<file path="config.mk">
export PLATFORM = sky130hd
export DESIGN_NAME = bht_update_ctrl
export DESIGN_NICKNAME = d
export VERILOG_FILES = /design/src/rtl/bht_update_ctrl.sv
export SDC_FILE = /design/constraint.sdc
export NUM_CORES = 1
export LEC_CHECK = 0
export ABC_AREA = 1
export BUFFER_PORTS_ARGS = -buffer_cell sky130_fd_sc_hd__buf_2
export CORE_MARGIN = 4
export CORE_UTILIZATION = 55
export DETAILED_ROUTE_END_ITERATION = 6
export PLACE_DENSITY_LB_ADDON = 0.3
export SYNTH_ARGS = -nofsm -noshare
export SYNTH_HDL_FRONTEND = slang
export SYNTH_SLANG_ARGS = --single-unit
</file>
<file path="constraint.sdc">
create_clock -name clk -period 2.94 [get_ports clk]
set_clock_uncertainty 0.15 [all_clocks]
set_input_delay 0.882 -clock clk [delete_from_list [all_inputs] [get_ports clk]]
set_output_delay 0.882 -clock clk [all_outputs]
set_load 0.05 [all_outputs]
</file>
<file path="src/rtl/bht_update_ctrl.sv">
// rtl/bht_update_ctrl.sv - BHT initialisation sweep plus resolved-branch update queue.
// Optional stall statistics counter enabled by defining BHT_CTRL_STATS_EN.
module bht_update_ctrl #(
  parameter int M     = 16,
  parameter int DEPTH = 4
) (
  input  logic       clk,
  input  logic       reset,
  input  logic       flush,
  input  logic       resolve_valid,
  input  logic [8:0] resolve_pc,
  input  logic       resolve_taken,
  output logic       resolve_ready,
  input  logic       lookup_valid,
  output logic       lookup_grant,
  output logic       lookup_stall,
  output logic       upd_en,
  output logic [8:0] upd_pc,
  output logic       upd_taken,
  output logic       busy
`ifdef BHT_CTRL_STATS_EN
  ,
  output logic [15:0] stall_cnt
`endif
);

  localparam int IW = (M > 1) ? $clog2(M) : 1;
  localparam int PW = (DEPTH > 1) ? $clog2(DEPTH) : 1;
  localparam int CW = $clog2(DEPTH) + 1;

  typedef enum logic {INIT = 1'b0, RUN = 1'b1} state_t;

  state_t        state;
  logic [IW-1:0] idx;
  logic [PW-1:0] wr_ptr;
  logic [PW-1:0] rd_ptr;
  logic [CW-1:0] count;

  logic [8:0] pc_mem    [DEPTH];
  logic       taken_mem [DEPTH];

  logic not_full;
  logic push;
  logic pop;

  assign not_full      = (count < CW'(DEPTH));
  assign busy          = (state == INIT);
  assign resolve_ready = (state == RUN) && not_full;
  assign lookup_grant  = lookup_valid && (state == RUN) && not_full;
  assign lookup_stall  = lookup_valid && !lookup_grant;
  assign push          = resolve_valid && resolve_ready && !flush;
  // Lookups win the table port unless the queue is full, which forces a drain.
  assign pop           = (state == RUN) && !flush && (count != '0) &&
                         (!lookup_valid || !not_full);

  always_ff @(posedge clk) begin
    if (push) begin
      pc_mem[wr_ptr]    <= resolve_pc;
      taken_mem[wr_ptr] <= resolve_taken;
    end
  end

  always_ff @(posedge clk or posedge reset) begin
    if (reset) begin
      state     <= INIT;
      idx       <= '0;
      wr_ptr    <= '0;
      rd_ptr    <= '0;
      count     <= '0;
      upd_en    <= 1'b0;
      upd_pc    <= '0;
      upd_taken <= 1'b0;
    end else if (flush) begin
      state  <= INIT;
      idx    <= '0;
      wr_ptr <= '0;
      rd_ptr <= '0;
      count  <= '0;
      upd_en <= 1'b0;
    end else begin
      case (state)
        INIT: begin
          upd_en    <= 1'b1;
          upd_pc    <= 9'(idx);
          upd_taken <= 1'b0;
          if (idx == IW'(M - 1)) begin
            state <= RUN;
            idx   <= '0;
          end else begin
            idx <= idx + IW'(1);
          end
        end
        RUN: begin
          upd_en <= pop;
          if (pop) begin
            upd_pc    <= pc_mem[rd_ptr];
            upd_taken <= taken_mem[rd_ptr];
            rd_ptr    <= rd_ptr + PW'(1);
          end
          if (push) begin
            wr_ptr <= wr_ptr + PW'(1);
          end
          count <= count + CW'(push) - CW'(pop);
        end
        default: state <= INIT;
      endcase
    end
  end

`ifdef BHT_CTRL_STATS_EN
  always_ff @(posedge clk or posedge reset) begin
    if (reset) begin
      stall_cnt <= '0;
    end else if (lookup_stall && (stall_cnt != 16'hFFFF)) begin
      stall_cnt <= stall_cnt + 16'd1;
    end
  end
`endif

endmodule

</file>
==> run_results.csv <==
group,metric,value,unit
status,run_status,"finished clean",
floorplan,die_h,79.35,microns
yosys,synth.net_count,300,
yosys,synth_area_leaders,"edfxtp_1, dfrtp_1, nand2_1, inv_1, nand3_1",
critical_path,end_kind,"flop",
floorplan,io_pins,30,
detailed_routing,drtPass1Iterations,4,
detailed_routing,wire_per_inst,13.06,microns
global_routing,grtUsageTotal,18.17,%
cts,cts_resized,0,
final_layout,layout_common_cells,"nand2_1, edfxtp_1, inv_1",
floorplan,die_width,79.35,microns
detailed_routing,wl,5.082,mm
place,place.gp.congestion,0.7980,
cts,cts_tree,"built",
cts,clkTransAtPathRegs,0.07,ns
cts,cts_sinks,63,
hold_path,hold_class,"reg2reg",
yosys,synthArstFlopShare,36.51,%
cts,post-cts-setup-buffers,0,
timing,post-route-period-util,84.58,%
yosys,synth_largest_area_cell,"edfxtp_1",
floorplan,die_area,6296,sq um
yosys,ys_dominant_reg_cell,"edfxtp_1",
cts,worstSkewPairLatency,0.33,ns
timing,fmax,402.2,MHz
detailed_routing,vias,1914,
place,post_dp_cell_area,3047,sq um
critical_path,cp-start-kind,"input pin",
final_layout,stdcell_area,3244,sq um
pwr,peakVddDrop,406.8,uV
yosys,yosys_warnings,0,
detailed_routing,drt_first_iter_violations,95,
place,port_buffers,29,
final_layout,final_common_cell,"nand2_1",
run,maxCapViolations,0,
detailed_routing,drc_errors,0,
pwr,power.leakage,0.001531,uW
critical_path,critPathMaxFanout,5,
timing,rsz0062_at_grt,"false",
final_layout,antenna_cells,0,
final_layout,area_growth,15.86,%
detailed_routing,vias_per_cell,4.920,
timing,worst_slew_pin_slew,0.5851,ns
floorplan,core_area,4817,sq um
timing,setup_viol,0,
global_routing,antenna_found_initial,0,
yosys,synth_seq_area_share,63.45,%
timing,setup_tns,0,ns
cts,cts-hold-fix-buffers,0,
critical_path,worstSetupPathType,"in2reg",
final_layout,nets,340,
yosys,synth-edff-count,40,
timing,slew_viol_final,0,
place,dp_hpwl,3.249,mm
cts,clock_tree.root_cell,"clkbuf_8",
cts,cts-htree-levels,3,
cts,cts_buffers,9,
yosys,synth_top_area_share,42.90,%
yosys,syn_area_per_cell,10.11,sq um
floorplan,start_util,58.13,%
pwr,p_per_area,543.3,nW/um^2
detailed_routing,ant_nets,0,
global_routing,grt_remaining_overflow,0,
floorplan,rows,25,
yosys,syn-cell-area,2800,sq um
global_routing,grt_pass1_wl,8.569,mm
cts,clk_path_buf_depth,2,
yosys,synth-seq-cells,63,
critical_path,cp.arrival,2.54,ns
global_routing,grt_pass1_vias,1874,
global_routing,grt_max_degree,24,
timing,relSlewSlack,60.95,%
final_layout,drive_above_1_share,20.81,%
timing,period_needed,2.487,ns
critical_path,crit_required,2.99,ns
timing,hold_violations,0,
yosys,synth_cells,277,
yosys,synth_cell_type_count,27,
-- critical path, stage by stage --
cell and delay, ns:
buf_2 0.14, inv_2 0.07, nand2_2 0.07, nor2_2 0.17
o21ai_4 0.08, clkinv_2 0.06, ha_1 0.22, inv_1 0.05
ha_1 0.13, inv_1 0.05, fa_1 0.37, xnor2_1 0.13
nand2_1 0.05, o21ai_0 0.07
-- sequential cells by signal, summed over array words and instances, names as in the netlist --
register and cells:
upd_pc 9, idx 4, state 1, taken_mem 4, rd_ptr 2, upd_taken 1
pc_mem 36, wr_ptr 2, upd_en 1, count 3
-- area by class of cell --
class / count / area [sq um]
Clock buffer: 10 / 137.6
Clock inverter: 6 / 60.06
Fill cell: 392 / 1573
Inverter: 39 / 147.6
Multi-Input combinational cell: 166 / 825.8
Sequential cell: 63 / 1777
Tap cell: 67 / 83.83
Timing Repair Buffer: 38 / 212.7
-- Yosys cell counts (2+ instances only) --
cell and count:
buf_2 5, buf_4 2, dfrtp_1 23, edfxtp_1 40
ha_1 7, inv_1 34, inv_2 4, nand2_1 69
nand2_2 2, nand3_1 24, nor2_1 27, nor2_2 2
o21ai_0 20, o21ai_1 4, xor2_1 2
-- kinds of logic (layout without fill, tap and decap cells) --
family,after synthesis,after routing,synth area share (%)
simple gates,127,127,18.99
flops,63,63,63.45
buf+inv,48,93,7.238
compound gates,28,28,5.541
fa+ha+maj,8,8,3.843
xor+xnor,3,3,0.9385
-- routing by layer --
layer	GRT usage [%]	vias up	routed length (microns)
met3	4.535	6	249
met1	21.65	891	2178
met4	9.107	0	68
met2	30.56	45	2585
met5	0	-	0
li1	-	972	-
-- power by group --
group	switching (uW)	total, uW	internal (uW)
logic	53.0	73.7	20.7
clock network	322	731	409
registers	6.13	958	952
-- path summary, 6_finish.rpt --
check / start / to / slack, ns / cells past startpoint
min in group asynchronous: reset / upd_pc[4] / 0.46 / 3
hold / removal: upd_pc[1] / upd_pc[1] / 0.35 / 2
setup / recovery: flush / count[2] / 0.45 / 14
hold reg to reg: upd_pc[1] / upd_pc[1] / 0.35 / 2
max in group asynchronous: reset / upd_en / 1.95 / 3
setup reg to reg: state / count[2] / 0.47 / 13
-- per-stage QoR --
stage               hold WS (ns)  power (uW)  cells  utilization, %  worst slack (ns)
detailed placement        0.3436        1050    373           63.25            0.1416
floorplan                 0.3397        1020    277               -            0.2474
CTS                       0.3606        1778    389           67.35            0.4544
global route              0.3781        1833    389           67.35            0.2459
finish                    0.3549        1763    389           67.35            0.4534
global placement          0.3375        1048    373           63.25            0.1751
(Power assumes the default switching activity.)
